## src/rtl/uart_rx_pkg.sv

```systemverilog
// Shared UART definitions: receiver state encoding, frame width and parity sense.
package uart_rx_pkg;

    localparam int unsigned DATA_BITS = 8;

    // Parity sense values for the ODD_nEVEN parameter of the transmitter and receiver.
    localparam bit PARITY_ODD  = 1'b1;
    localparam bit PARITY_EVEN = 1'b0;

    typedef enum logic [2:0] {
        StIdle,
        StData,
        StParity,
        StStop,
        StRecover
    } uart_state_e;

    // Parity bit a correct transmitter would send for this data byte.
    function automatic logic expected_parity(input logic [DATA_BITS-1:0] data,
                                             input logic                 odd_n_even);
        return odd_n_even ? ~^data : ^data;
    endfunction

endpackage

```

## src/rtl/uart_sync.sv

```systemverilog
// Multi-flop synchronizer for an asynchronous level; flops reset to 1 (line idle).
module uart_sync #(
    parameter int unsigned STAGES = 2
) (
    input  logic clk_i,
    input  logic rst_i,
    input  logic d_i,
    output logic q_o
);

    logic [STAGES-1:0] sync_q;

    // Shift the raw input through the synchronizer chain.
    always_ff @(posedge clk_i or posedge rst_i) begin
        if (rst_i) begin
            sync_q <= '1;
        end else begin
            sync_q <= {sync_q[STAGES-2:0], d_i};
        end
    end

    assign q_o = sync_q[STAGES-1];

endmodule

```

## src/rtl/uart_rx.sv

```systemverilog
// UART receiver: start, 8 data bits LSB first, parity, stop; one bit per clock.
module uart_rx
    import uart_rx_pkg::*;
#(
    parameter bit          ODD_nEVEN   = PARITY_ODD,
    parameter int unsigned SYNC_STAGES = 2
) (
    input  logic                 UART_clk,
    input  logic                 rst,
    input  logic                 rx,
    output logic [DATA_BITS-1:0] rx_data,
    output logic                 rx_done_tick,
    output logic                 parity_err,
    output logic                 frame_err,
    output logic                 rx_busy
);

    logic                 s;
    uart_state_e          state_q, state_d;
    logic [2:0]           cnt_q, cnt_d;
    logic [DATA_BITS-1:0] buf_q, buf_d;
    logic                 perr_pend_q, perr_pend_d;
    logic [DATA_BITS-1:0] rx_data_q, rx_data_d;
    logic                 tick_q, tick_d;
    logic                 perr_q, perr_d;
    logic                 ferr_q, ferr_d;
    logic                 busy_q;

    uart_sync #(
        .STAGES(SYNC_STAGES)
    ) u_sync (
        .clk_i(UART_clk),
        .rst_i(rst),
        .d_i  (rx),
        .q_o  (s)
    );

    // State and datapath registers.
    always_ff @(posedge UART_clk or posedge rst) begin
        if (rst) begin
            state_q     <= StIdle;
            cnt_q       <= '0;
            buf_q       <= '0;
            perr_pend_q <= 1'b0;
            rx_data_q   <= '0;
            tick_q      <= 1'b0;
            perr_q      <= 1'b0;
            ferr_q      <= 1'b0;
            busy_q      <= 1'b0;
        end else begin
            state_q     <= state_d;
            cnt_q       <= cnt_d;
            buf_q       <= buf_d;
            perr_pend_q <= perr_pend_d;
            rx_data_q   <= rx_data_d;
            tick_q      <= tick_d;
            perr_q      <= perr_d;
            ferr_q      <= ferr_d;
            busy_q      <= (state_d != StIdle);
        end
    end

    // Next-state and frame decode.
    always_comb begin
        state_d     = state_q;
        cnt_d       = cnt_q;
        buf_d       = buf_q;
        perr_pend_d = perr_pend_q;
        rx_data_d   = rx_data_q;
        tick_d      = 1'b0;
        perr_d      = perr_q;
        ferr_d      = ferr_q;

        case (state_q)
            StIdle: begin
                // No glitch filter: any low cycle is taken as a start bit.
                if (!s) begin
                    cnt_d   = '0;
                    state_d = StData;
                end
            end
            StData: begin
                buf_d = {s, buf_q[DATA_BITS-1:1]};
                cnt_d = cnt_q + 3'd1;
                if (cnt_q == 3'(DATA_BITS - 1)) begin
                    state_d = StParity;
                end
            end
            StParity: begin
                perr_pend_d = (s != expected_parity(buf_q, ODD_nEVEN));
                state_d     = StStop;
            end
            StStop: begin
                // Data is delivered even when the frame is errored.
                rx_data_d = buf_q;
                perr_d    = perr_pend_q;
                ferr_d    = !s;
                tick_d    = 1'b1;
                state_d   = s ? StIdle : StRecover;
            end
            StRecover: begin
                // Line held low (break): wait for mark before looking for a start bit.
                if (s) begin
                    state_d = StIdle;
                end
            end
            default: begin
                state_d = StIdle;
            end
        endcase
    end

    assign rx_data      = rx_data_q;
    assign rx_done_tick = tick_q;
    assign parity_err   = perr_q;
    assign frame_err    = ferr_q;
    assign rx_busy      = busy_q;

endmodule

```

## config.mk

```make
export PLATFORM = sky130hd
export DESIGN_NAME = uart_rx
export DESIGN_NICKNAME = d
export VERILOG_FILES = /design/src/rtl/uart_rx_pkg.sv /design/src/rtl/uart_sync.sv /design/src/rtl/uart_rx.sv
export SDC_FILE = /design/constraint.sdc
export NUM_CORES = 1
export LEC_CHECK = 0
export CORE_MARGIN = 4
export CORE_UTILIZATION = 35
export CTS_CLUSTER_SIZE = 20
export DETAILED_ROUTE_END_ITERATION = 12
export PLACE_DENSITY = 0.59
export SYNTH_ARGS = -nofsm -noshare
export SYNTH_HDL_FRONTEND = slang
export SYNTH_HIERARCHICAL = 1
export SYNTH_SLANG_ARGS = --single-unit
```

## constraint.sdc

```tcl
create_clock -name UART_clk -period 1.6 [get_ports UART_clk]
set_input_delay 0.4 -clock UART_clk [delete_from_list [all_inputs] [get_ports UART_clk]]
set_output_delay 0.4 -clock UART_clk [all_outputs]
set_load 0.02 [all_outputs]
```

==> impl_metrics.xml, run 1 <==
<?xml version="1.0" encoding="UTF-8"?>
<metrics>
  <group name="grt">
    <metric name="grt_pass1_wl" unit="µm">3290</metric>
    <metric name="grt_pass1_vias" unit="">705</metric>
    <metric name="grt.total_usage" unit="%">10.3</metric>
    <metric name="grt_antenna_before_repair" unit="">0</metric>
    <metric name="grt.overflow.total" unit="">0</metric>
    <metric name="grt_max_degree" unit="">28</metric>
  </group>
  <group name="sta">
    <metric name="timing.setup.tns" unit="ps">0</metric>
    <metric name="drv_slew" unit="">0</metric>
    <metric name="timing.fmax" unit="GHz">0.674</metric>
    <metric name="final.min_clock_period" unit="ps">1480</metric>
    <metric name="hold_viol_final" unit="">0</metric>
    <metric name="relSlewSlack" unit="%">75.2</metric>
    <metric name="layout_worst_path_cycle_share" unit="%">92.8</metric>
    <metric name="worst_tran_pin_value" unit="ps">369</metric>
    <metric name="report.final.setup_viol" unit="">0</metric>
    <metric name="rsz0062_at_grt" unit="">false</metric>
    <metric name="finalClockSkew" unit="ps">4.57</metric>
  </group>
  <group name="detailed_routing">
    <metric name="route.detailed.vias_per_inst" unit="">4.40</metric>
    <metric name="post_drt_wl_per_cell" unit="µm">12.1</metric>
    <metric name="wl_final" unit="µm">1880</metric>
    <metric name="route.vias.total" unit="">682</metric>
    <metric name="postRouteAntennaNets" unit="">0</metric>
    <metric name="detail_route.first_pass.iterations" unit="">4</metric>
    <metric name="initialDrtViolationCount" unit="">21</metric>
    <metric name="drc" unit="">0</metric>
  </group>
  <group name="critical_path">
    <metric name="crit_chain" unit="">xnor2_1 &gt; xnor3_1 &gt; xnor2_1 &gt; a21oi_1</metric>
    <metric name="cp.arrival" unit="ps">1690</metric>
    <metric name="worst_setup_path_start_kind" unit="">register</metric>
    <metric name="slowest_delay" unit="ps">580</metric>
    <metric name="required" unit="ps">1800</metric>
    <metric name="worstRegToRegCells" unit="">4</metric>
    <metric name="critPathMostFrequentCell" unit="">xnor2_1</metric>
    <metric name="worstReg2RegStart" unit="">u_sync/sync_q[1]$_DFF_PP1_</metric>
    <metric name="setup.worst_path.start" unit="">u_sync/sync_q[1]$_DFF_PP1_</metric>
    <metric name="critPathSlowestCell" unit="">dfstp_2</metric>
    <metric name="setup.worst_path.class" unit="">reg2reg</metric>
    <metric name="setup.worst_path.end_class" unit="">register</metric>
    <metric name="path_max_fanout" unit="">6</metric>
  </group>
  <group name="synthesis">
    <metric name="post_synth_mux_area_share" unit="%">16.2</metric>
    <metric name="synth_cells" unit="">87</metric>
    <metric name="synth.yosys.warnings" unit="">6</metric>
    <metric name="yosysSeqAreaShare" unit="%">61.5</metric>
    <metric name="synth_top_family_by_area" unit="">multiplexers</metric>
    <metric name="synth_compound_gate_area_share" unit="%">4.86</metric>
    <metric name="syn-num-nets" unit="">92</metric>
    <metric name="yosysUniqueCellTypes" unit="">21</metric>
    <metric name="post_synth_xor_area_fraction" unit="%">6.34</metric>
    <metric name="synth_adder_area_share" unit="%">2.11</metric>
    <metric name="post-synth-top-area-cell" unit="">dfrtp_1</metric>
    <metric name="synth_top_area_share" unit="%">57.0</metric>
    <metric name="post_synth_instance_area" unit="µm²">1180</metric>
    <metric name="synth_top_cells_by_area" unit="">dfrtp_1 57%, mux2_2 12%, dfstp_2 4.4%</metric>
    <metric name="synth-seq-cells" unit="">29</metric>
    <metric name="syn_avg_cell_area" unit="µm²">13.6</metric>
    <metric name="synth_simple_gate_area_share" unit="%">6.97</metric>
  </group>
  <group name="hold_path">
    <metric name="min-delay-path-class" unit="">reg2reg</metric>
    <metric name="min_path_cells" unit="">0</metric>
    <metric name="hold_path.startpoint" unit="">u_sync/sync_q[0]$_DFF_PP1_</metric>
  </group>
  <group name="cells_and_area">
    <metric name="drive_above_1_share" unit="%">22.5</metric>
    <metric name="finish.net_count" unit="">115</metric>
    <metric name="layout.cell_area.non_filler" unit="µm²">1440</metric>
    <metric name="layout.cells.most_common" unit="">dfrtp_1</metric>
    <metric name="area_delta_synth_final" unit="%">21.9</metric>
    <metric name="antenna-diode-count" unit="">0</metric>
    <metric name="mostFrequentLayoutCells" unit="">27 x dfrtp_1, 13 x mux2_2, 12 x dlygate4sd2_1</metric>
    <metric name="final_cells" unit="">155</metric>
  </group>
  <group name="floorplanning">
    <metric name="dieArea" unit="µm²">4380</metric>
    <metric name="chipHeight" unit="µm">66.2</metric>
    <metric name="floorplan.io_pins" unit="">15</metric>
    <metric name="effective_utilization_at_floorplan" unit="%">37.6</metric>
    <metric name="placement_rows" unit="">20</metric>
    <metric name="placeableCoreArea" unit="µm²">3150</metric>
    <metric name="chipWidth" unit="µm">66.2</metric>
  </group>
  <group name="cts">
    <metric name="postCtsSetupBuffers" unit="">0</metric>
    <metric name="cts.reportedPaths.clkPinSlew" unit="ps">90</metric>
    <metric name="clock_latency" unit="ps">320</metric>
    <metric name="cts.repair.resized" unit="">12</metric>
    <metric name="clock_sink_count" unit="">29</metric>
    <metric name="clk_root_buffer_cell" unit="">clkbuf_4</metric>
    <metric name="h-tree-depth" unit="">2</metric>
    <metric name="cts_made_buffers" unit="">5</metric>
    <metric name="clock_tree_from_tritoncts" unit="">yes</metric>
    <metric name="postCtsHoldBufs" unit="">0</metric>
    <metric name="clockBufferDepth" unit="">2</metric>
  </group>
  <group name="placement">
    <metric name="placed_cells_incl_taps" unit="">147</metric>
    <metric name="place.detailed.hpwl" unit="µm">1260</metric>
    <metric name="placedInstanceArea" unit="µm²">1400</metric>
    <metric name="gp_congestion" unit="">0.725</metric>
    <metric name="placement.io_buffers" unit="">14</metric>
  </group>
  <group name="power">
    <metric name="cellPowerDensity" unit="nW/µm²">2180</metric>
    <metric name="leakagePower" unit="nW">0.665</metric>
    <metric name="finalPower" unit="mW">3.14</metric>
    <metric name="max-vdd-ir-drop" unit="µV">811</metric>
  </group>
  <group name="job">
    <metric name="max_cap_violations" unit="">0</metric>
  </group>
  <group name="status">
    <metric name="outcome" unit="">complete, no violations</metric>
  </group>
</metrics>
flip-flops by register name, indices dropped and copies added (netlist names), 2 cells and up:
register       cells
cnt_q              3
u_sync/sync_q      2
state_q            3
rx_data            8
buf_q              8
Yosys cell counts (all sizes together):
cell    count
nand2       5
ha          2
a21oi       3
o21ai       2
nor3b       1
nand2b      2
nor2        6
a31oi       1
nor2b       1
mux2       17
xor2        1
buf         2
a22o        2
o22a        1
dfrtp      27
dfstp       2
xnor2       5
inv         4
xnor3       1
nand3b      2
path summary, 6_finish.rpt:
path,endpoint,slack (ps)
min in group asynchronous,u_sync/sync_q[0]$_DFF_PP1_,430
max in group asynchronous,parity_err$_DFFE_PP0N_,890
worst max register to register,perr_pend_q$_DFFE_PP0P_,120
worst max-delay path,perr_pend_q$_DFFE_PP0P_,120
worst min register to register,u_sync/sync_q[1]$_DFF_PP1_,360
worst min-delay path,u_sync/sync_q[1]$_DFF_PP1_,360
kinds of logic after synthesis:
group / Yosys count
and+or+nand+nor: 17
AOI/OAI and AO/OA: 9
adders and majority gates: 2
buffers and inverters: 6
xor gates and xnor gates: 7
DFF: 29
muxes: 17
per-stage QoR:
| step | hold WS [ps] | worst slack (ps) | util, % |
|---|---|---|---|
| 2_1_floorplan | 312 | 181 | - |
| 3_3_place_gp | 348 | 143 | 44.4 |
| 3_5_place_dp | 349 | 124 | 44.4 |
| 4_1_cts | 361 | 99.6 | 45.8 |
| 5_1_grt | 364 | 62.5 | 45.8 |
| 6_report | 360 | 115 | 45.8 |
area by class of cell:
class | count | area (µm²)
Clock buffer | 8 | 58.8
Timing Repair Buffer | 18 | 155
Fill cell | 307 | 1710
Inverter | 4 | 15.0
Tap cell | 44 | 55.1
Multi-Input combinational cell | 52 | 432
Sequential cell | 29 | 728
power by group:
part / switching, mW / total [mW] / internal [mW]
combinational: 0.620 / 1.39 / 0.770
clock: 0.239 / 0.456 / 0.217
sequential: 0.233 / 1.30 / 1.06
total: 1.09 / 3.14 / 2.05
routing by layer:
| metal | global-route usage, % | wire length, µm |
|---|---|---|
| met1 | 12.4 | 938 |
| met2 | 15.4 | 835 |
| met3 | 5.10 | 89 |
| met4 | 4.57 | 13 |
| met5 | 0 | 0 |
critical path, delay by kind of cell, from the launching register on:
family | cells | cell delay [ps]
flip-flops | 1 | 580
XOR/XNOR | 3 | 710
AO/OA/AOI/OAI | 1 | 80
Power figures use the tool's default switching activity.
==> inputs of run 2 (changes only) <==
- CORE_MARGIN: 4 -> 10
==> run 2 against run 1 <==
  * Clock skew increased by 3.4 ps
  * Highest routed layer unchanged
  * Worst setup slack improved by 57 ps
  * Critical path type is now reg2out
  * Sequential power about the same
  * Sequential share of layout area decreased by 0.99 points
  * First-iteration DRC count increased to 4.7 times the previous value
==> impl_metrics.xml, run 2 (synthesized netlist as in run 1, its figures left out) <==
<?xml version="1.0" encoding="UTF-8"?>
<metrics>
  <group name="status">
    <metric name="outcome" unit="">complete, no violations</metric>
  </group>
  <group name="cts">
    <metric name="clock_tree_from_tritoncts" unit="">yes</metric>
    <metric name="cts.reportedPaths.clkPinSlew" unit="ps">90</metric>
    <metric name="clock_latency" unit="ps">320</metric>
    <metric name="postCtsHoldBufs" unit="">0</metric>
    <metric name="h-tree-depth" unit="">2</metric>
    <metric name="cts_made_buffers" unit="">5</metric>
    <metric name="clk_root_buffer_cell" unit="">clkbuf_4</metric>
    <metric name="clock_sink_count" unit="">29</metric>
    <metric name="clockBufferDepth" unit="">2</metric>
  </group>
  <group name="critical_path">
    <metric name="path_max_fanout" unit="">2</metric>
    <metric name="worst_setup_path_start_kind" unit="">register</metric>
    <metric name="setup.worst_path.class" unit="">reg2out</metric>
    <metric name="crit_chain" unit="">dlygate4sd2_1</metric>
    <metric name="slowest_delay" unit="ps">390</metric>
    <metric name="setup.worst_path.end_class" unit="">primary output</metric>
    <metric name="critPathSlowestCell" unit="">dfrtp_1</metric>
    <metric name="required" unit="ps">1200</metric>
    <metric name="largest_delay_share_family_worst_path" unit="">flip-flops</metric>
    <metric name="cp.arrival" unit="ps">1030</metric>
    <metric name="cp_num_buf_inv" unit="">1</metric>
  </group>
  <group name="placement">
    <metric name="placedInstanceArea" unit="µm²">1420</metric>
    <metric name="gp_congestion" unit="">0.657</metric>
    <metric name="place_worst_setup_slack" unit="ps">165</metric>
    <metric name="placed_cells_incl_taps" unit="">151</metric>
    <metric name="placement.io_buffers" unit="">14</metric>
    <metric name="place.detailed.hpwl" unit="µm">1370</metric>
  </group>
  <group name="detailed_routing">
    <metric name="postRouteAntennaNets" unit="">0</metric>
    <metric name="wl_final" unit="µm">1910</metric>
    <metric name="detail_route.first_pass.iterations" unit="">4</metric>
    <metric name="route.vias.total" unit="">712</metric>
    <metric name="route.detailed.vias_per_inst" unit="">4.48</metric>
    <metric name="initialDrtViolationCount" unit="">98</metric>
    <metric name="drc" unit="">0</metric>
    <metric name="post_drt_wl_per_cell" unit="µm">12.0</metric>
  </group>
  <group name="floorplanning">
    <metric name="placement_rows" unit="">21</metric>
    <metric name="chipWidth" unit="µm">78.2</metric>
    <metric name="effective_utilization_at_floorplan" unit="%">35.8</metric>
    <metric name="chipHeight" unit="µm">78.2</metric>
    <metric name="dieArea" unit="µm²">6110</metric>
    <metric name="floorplan.io_pins" unit="">15</metric>
    <metric name="placeableCoreArea" unit="µm²">3310</metric>
  </group>
  <group name="hold_path">
    <metric name="min-delay-path-class" unit="">reg2reg</metric>
  </group>
  <group name="cells_and_area">
    <metric name="mostFrequentLayoutCells" unit="">27 x dfrtp_1, 13 x mux2_2, 12 x dlygate4sd2_1</metric>
    <metric name="finish.net_count" unit="">117</metric>
    <metric name="antenna-diode-count" unit="">0</metric>
    <metric name="final_cells" unit="">159</metric>
    <metric name="post-route-util" unit="%">44.5</metric>
    <metric name="drive_above_1_share" unit="%">25.7</metric>
    <metric name="area_delta_synth_final" unit="%">24.3</metric>
    <metric name="layout.cells.most_common" unit="">dfrtp_1</metric>
    <metric name="layout.cell_area.non_filler" unit="µm²">1470</metric>
    <metric name="fillCellCount" unit="">335</metric>
  </group>
  <group name="power">
    <metric name="cellPowerDensity" unit="nW/µm²">2160</metric>
    <metric name="finalPower" unit="mW">3.18</metric>
    <metric name="max-vdd-ir-drop" unit="µV">716</metric>
    <metric name="leakagePower" unit="nW">0.683</metric>
  </group>
  <group name="sta">
    <metric name="finalClockSkew" unit="ps">7.99</metric>
    <metric name="layout_worst_path_cycle_share" unit="%">89.2</metric>
    <metric name="rsz0062_at_grt" unit="">false</metric>
    <metric name="final.setup.worst_slack" unit="ps">172</metric>
    <metric name="report.final.setup_viol" unit="">0</metric>
    <metric name="drv_slew" unit="">0</metric>
    <metric name="final.hold.worst_slack" unit="ps">358</metric>
    <metric name="timing.setup.tns" unit="ps">0</metric>
    <metric name="hold_viol_final" unit="">0</metric>
    <metric name="final.min_clock_period" unit="ps">1430</metric>
    <metric name="worst_tran_pin_value" unit="ps">371</metric>
    <metric name="relSlewSlack" unit="%">75.0</metric>
    <metric name="timing.fmax" unit="GHz">0.701</metric>
  </group>
  <group name="grt">
    <metric name="grt_pass1_vias" unit="">729</metric>
    <metric name="grt_antenna_before_repair" unit="">0</metric>
    <metric name="grt_pass1_wl" unit="µm">3220</metric>
    <metric name="grt.total_usage" unit="%">6.85</metric>
    <metric name="grt.overflow.total" unit="">0</metric>
    <metric name="grt_max_degree" unit="">28</metric>
  </group>
  <group name="job">
    <metric name="max_cap_violations" unit="">0</metric>
  </group>
</metrics>
run 2: final cells by class:
cell class	count	area (µm²)	share of cell area, %
clock buffers	7	65.1	4.42
clock inverters	1	5.00	0.340
inverters	4	15.0	1.02
multi-input cells	52	432	29.3
flip-flops and latches	29	728	49.4
well taps	46	57.6	3.91
repair buffers	20	170	11.6
run 2: routing by layer:
metal	track usage (%)	routed length, µm	vias up
li1	-	-	346
met1	6.85	832	345
met2	10.3	902	16
met3	3.64	116	5
met4	5.91	58	0
met5	0	0	-
run 2: where the power goes:
part | switching, mW | internal [mW] | total, mW
logic | 0.628 | 0.777 | 1.41
registers | 0.222 | 1.06 | 1.29
clock network | 0.236 | 0.254 | 0.490
total | 1.09 | 2.10 | 3.18
run 2: timing repair:
item	CTS	global route
buffers inserted	0	0
setup endpoints to repair	12	0
resized for setup	12	0
run 2: worst paths after layout:
check / startpoint / end / slack, ps / cells past startpoint
worst max-delay path: rx_data[2]$_DFFE_PP0N_ / rx_data[2] / 170 / 1
worst min-delay path: u_sync/sync_q[0]$_DFF_PP1_ / u_sync/sync_q[1]$_DFF_PP1_ / 360 / 0
worst max register to register: u_sync/sync_q[1]$_DFF_PP1_ / perr_pend_q$_DFFE_PP0P_ / 180 / 4
max in group asynchronous: rst / buf_q[6]$_DFFE_PP0P_ / 860 / 3
min in group asynchronous: rst / u_sync/sync_q[0]$_DFF_PP1_ / 450 / 2
worst min register to register: u_sync/sync_q[0]$_DFF_PP1_ / u_sync/sync_q[1]$_DFF_PP1_ / 360 / 0
==> inputs of run 3 (changes only) <==
- REMOVE_ABC_BUFFERS: not set -> 1
==> run 3 against run 2 <==
  * Final cell count fell by 0.63%
  * First-iteration DRC count fell by 40%
  * Clock skew rose by 4.0 ps
  * Worst hold slack got worse by 11 ps
  * Clock-buffer cell count did not move
  * Sequential share of layout area fell by 0.25 points
  * Total power rose by 4.5%
  * Wire length barely moved
  * Maximum frequency fell by 2.4%
  * Critical path depth rose by 3
==> impl_metrics.xml, run 3 (synthesized netlist as in run 1, its figures left out) <==
<?xml version="1.0" encoding="UTF-8"?>
<metrics>
  <group name="status">
    <metric name="outcome" unit="">complete, no violations</metric>
  </group>
  <group name="detailed_routing">
    <metric name="post_drt_wl_per_cell" unit="µm">12.1</metric>
    <metric name="route.vias.total" unit="">733</metric>
    <metric name="wl_final" unit="µm">1910</metric>
    <metric name="postRouteAntennaNets" unit="">0</metric>
    <metric name="route.detailed.vias_per_inst" unit="">4.64</metric>
    <metric name="drc" unit="">0</metric>
    <metric name="initialDrtViolationCount" unit="">59</metric>
    <metric name="detail_route.first_pass.iterations" unit="">4</metric>
  </group>
  <group name="power">
    <metric name="leakagePower" unit="nW">0.683</metric>
    <metric name="p_int" unit="mW">2.21</metric>
    <metric name="cellPowerDensity" unit="nW/µm²">2250</metric>
    <metric name="share_of_total_power_in_combinational_logic" unit="%">42.5</metric>
    <metric name="netSwitchingPower" unit="mW">1.12</metric>
    <metric name="power.share.clock" unit="%">18.7</metric>
    <metric name="max-vdd-ir-drop" unit="µV">523</metric>
    <metric name="switching_share" unit="%">33.5</metric>
    <metric name="sequentialPowerShare" unit="%">38.8</metric>
  </group>
  <group name="critical_path">
    <metric name="setup.worst_path.class" unit="">reg2reg</metric>
    <metric name="path_max_fanout" unit="">2</metric>
    <metric name="worst_setup_path_start_kind" unit="">register</metric>
    <metric name="setup.worst_path.end_class" unit="">register</metric>
    <metric name="required" unit="ps">1810</metric>
    <metric name="cp.arrival" unit="ps">1680</metric>
  </group>
  <group name="cells_and_area">
    <metric name="mostFrequentLayoutCells" unit="">27 x dfrtp_1, 13 x mux2_2, 12 x dlygate4sd2_1</metric>
    <metric name="drive_above_1_share" unit="%">24.1</metric>
    <metric name="area_delta_synth_final" unit="%">24.9</metric>
    <metric name="finish.net_count" unit="">116</metric>
    <metric name="layout.cells.most_common" unit="">dfrtp_1</metric>
    <metric name="antenna-diode-count" unit="">0</metric>
  </group>
  <group name="cts">
    <metric name="postCtsHoldBufs" unit="">0</metric>
    <metric name="cts_made_buffers" unit="">5</metric>
    <metric name="clock_sink_count" unit="">29</metric>
    <metric name="clk_root_buffer_cell" unit="">clkbuf_4</metric>
    <metric name="clock_latency" unit="ps">330</metric>
    <metric name="cts.reportedPaths.clkPinSlew" unit="ps">90</metric>
    <metric name="h-tree-depth" unit="">2</metric>
    <metric name="clockBufferDepth" unit="">2</metric>
    <metric name="cts.repair.resized" unit="">12</metric>
    <metric name="clock_tree_from_tritoncts" unit="">yes</metric>
    <metric name="postCtsSetupBuffers" unit="">0</metric>
  </group>
  <group name="placement">
    <metric name="place_worst_setup_slack" unit="ps">140</metric>
    <metric name="place.detailed.hpwl" unit="µm">1320</metric>
    <metric name="gp_congestion" unit="">0.650</metric>
    <metric name="placement.io_buffers" unit="">14</metric>
  </group>
  <group name="sta">
    <metric name="layout_worst_path_cycle_share" unit="%">91.4</metric>
    <metric name="final.min_clock_period" unit="ps">1460</metric>
    <metric name="final.setup.worst_slack" unit="ps">137</metric>
    <metric name="timing.setup.tns" unit="ps">0</metric>
    <metric name="final.hold.worst_slack" unit="ps">347</metric>
    <metric name="finalClockSkew" unit="ps">12.0</metric>
    <metric name="report.final.setup_viol" unit="">0</metric>
    <metric name="rsz0062_at_grt" unit="">false</metric>
    <metric name="drv_slew" unit="">0</metric>
    <metric name="hold_viol_final" unit="">0</metric>
    <metric name="relSlewSlack" unit="%">77.5</metric>
    <metric name="worst_tran_pin_value" unit="ps">335</metric>
    <metric name="timing.fmax" unit="GHz">0.684</metric>
  </group>
  <group name="hold_path">
    <metric name="min-delay-path-class" unit="">reg2reg</metric>
  </group>
  <group name="grt">
    <metric name="grt.total_usage" unit="%">6.91</metric>
    <metric name="grt_pass1_wl" unit="µm">3310</metric>
    <metric name="grt_max_degree" unit="">28</metric>
    <metric name="grt_pass1_vias" unit="">720</metric>
    <metric name="grt_antenna_before_repair" unit="">0</metric>
    <metric name="grt.overflow.total" unit="">0</metric>
  </group>
  <group name="floorplanning">
    <metric name="placeableCoreArea" unit="µm²">3310</metric>
    <metric name="chipWidth" unit="µm">78.2</metric>
    <metric name="chipHeight" unit="µm">78.2</metric>
    <metric name="placement_rows" unit="">21</metric>
    <metric name="dieArea" unit="µm²">6110</metric>
    <metric name="effective_utilization_at_floorplan" unit="%">35.8</metric>
    <metric name="floorplan.io_pins" unit="">15</metric>
  </group>
  <group name="job">
    <metric name="max_cap_violations" unit="">0</metric>
  </group>
</metrics>
==> run 3: changes by cell type in the layout (fill, tap and decap cells not counted) <==
cell       before  now
clkbuf_1        0    1
clkbuf_8        2    1
clkinv_2        1    0
bufinv_16       0    1
buf_4           6    5
==> run 3: routing by layer <==
metal	vias up	wire (µm)	track usage, %
met3	6	122	3.30
met5	-	0	0
met4	0	68	5.38
met1	366	816	6.88
li1	344	-	-
met2	17	905	10.9
==> run 3: final timing paths <==
path | startpoint | endpoint | slack [ps] | cells after the start
max | u_sync/sync_q[1]$_DFF_PP1_ | perr_pend_q$_DFFE_PP0P_ | 140 | 4
min | u_sync/sync_q[0]$_DFF_PP1_ | u_sync/sync_q[1]$_DFF_PP1_ | 350 | 0
max reg2reg | u_sync/sync_q[1]$_DFF_PP1_ | perr_pend_q$_DFFE_PP0P_ | 140 | 4
min reg2reg | u_sync/sync_q[0]$_DFF_PP1_ | u_sync/sync_q[1]$_DFF_PP1_ | 350 | 0
max in group asynchronous | rst | buf_q[7]$_DFFE_PP0P_ | 850 | 3
min in group asynchronous | rst | u_sync/sync_q[1]$_DFF_PP1_ | 440 | 2
==> run 3: metrics by stage <==
| stage | instance area (µm²) | total power [mW] | cells | utilization [%] |
|---|---|---|---|---|
| floorplan | 1170 | 2.32 | 85 | - |
| global route | 1480 | 3.57 | 158 | 44.7 |
| finish | 1480 | 3.33 | 158 | 44.7 |
| global placement | 1410 | 2.81 | 150 | 42.6 |
| CTS | 1480 | 3.39 | 158 | 44.7 |
| detailed placement | 1410 | 2.86 | 150 | 42.6 |
==> run 3: layout make-up <==
cell class	instances	area [µm²]
Fill cell	344	1830
Sequential cell	29	728
Tap cell	46	57.6
Timing Repair Buffer	19	163
Multi-Input combinational cell	52	432
Inverter	4	15.0
Clock inverter	1	30.0
Clock buffer	7	55.1
==> run 3: worst max-delay path, stage by stage (launching register included) <==
cell     delay, ps
dfstp_2        550
xnor2_1        110
xnor3_1        430
xnor2_1        180
a21oi_1         80
==> run 3: power by group through the flow <==
stage | Clock, mW | Combinational [mW] | Sequential (mW)
after global placement | 0 | 1.51 | 1.30
after detailed placement | 0 | 1.54 | 1.32
final | 0.621 | 1.41 | 1.29
after global routing | 0.670 | 1.55 | 1.35
after floorplan | 0 | 0.867 | 1.46
after CTS | 0.642 | 1.45 | 1.30
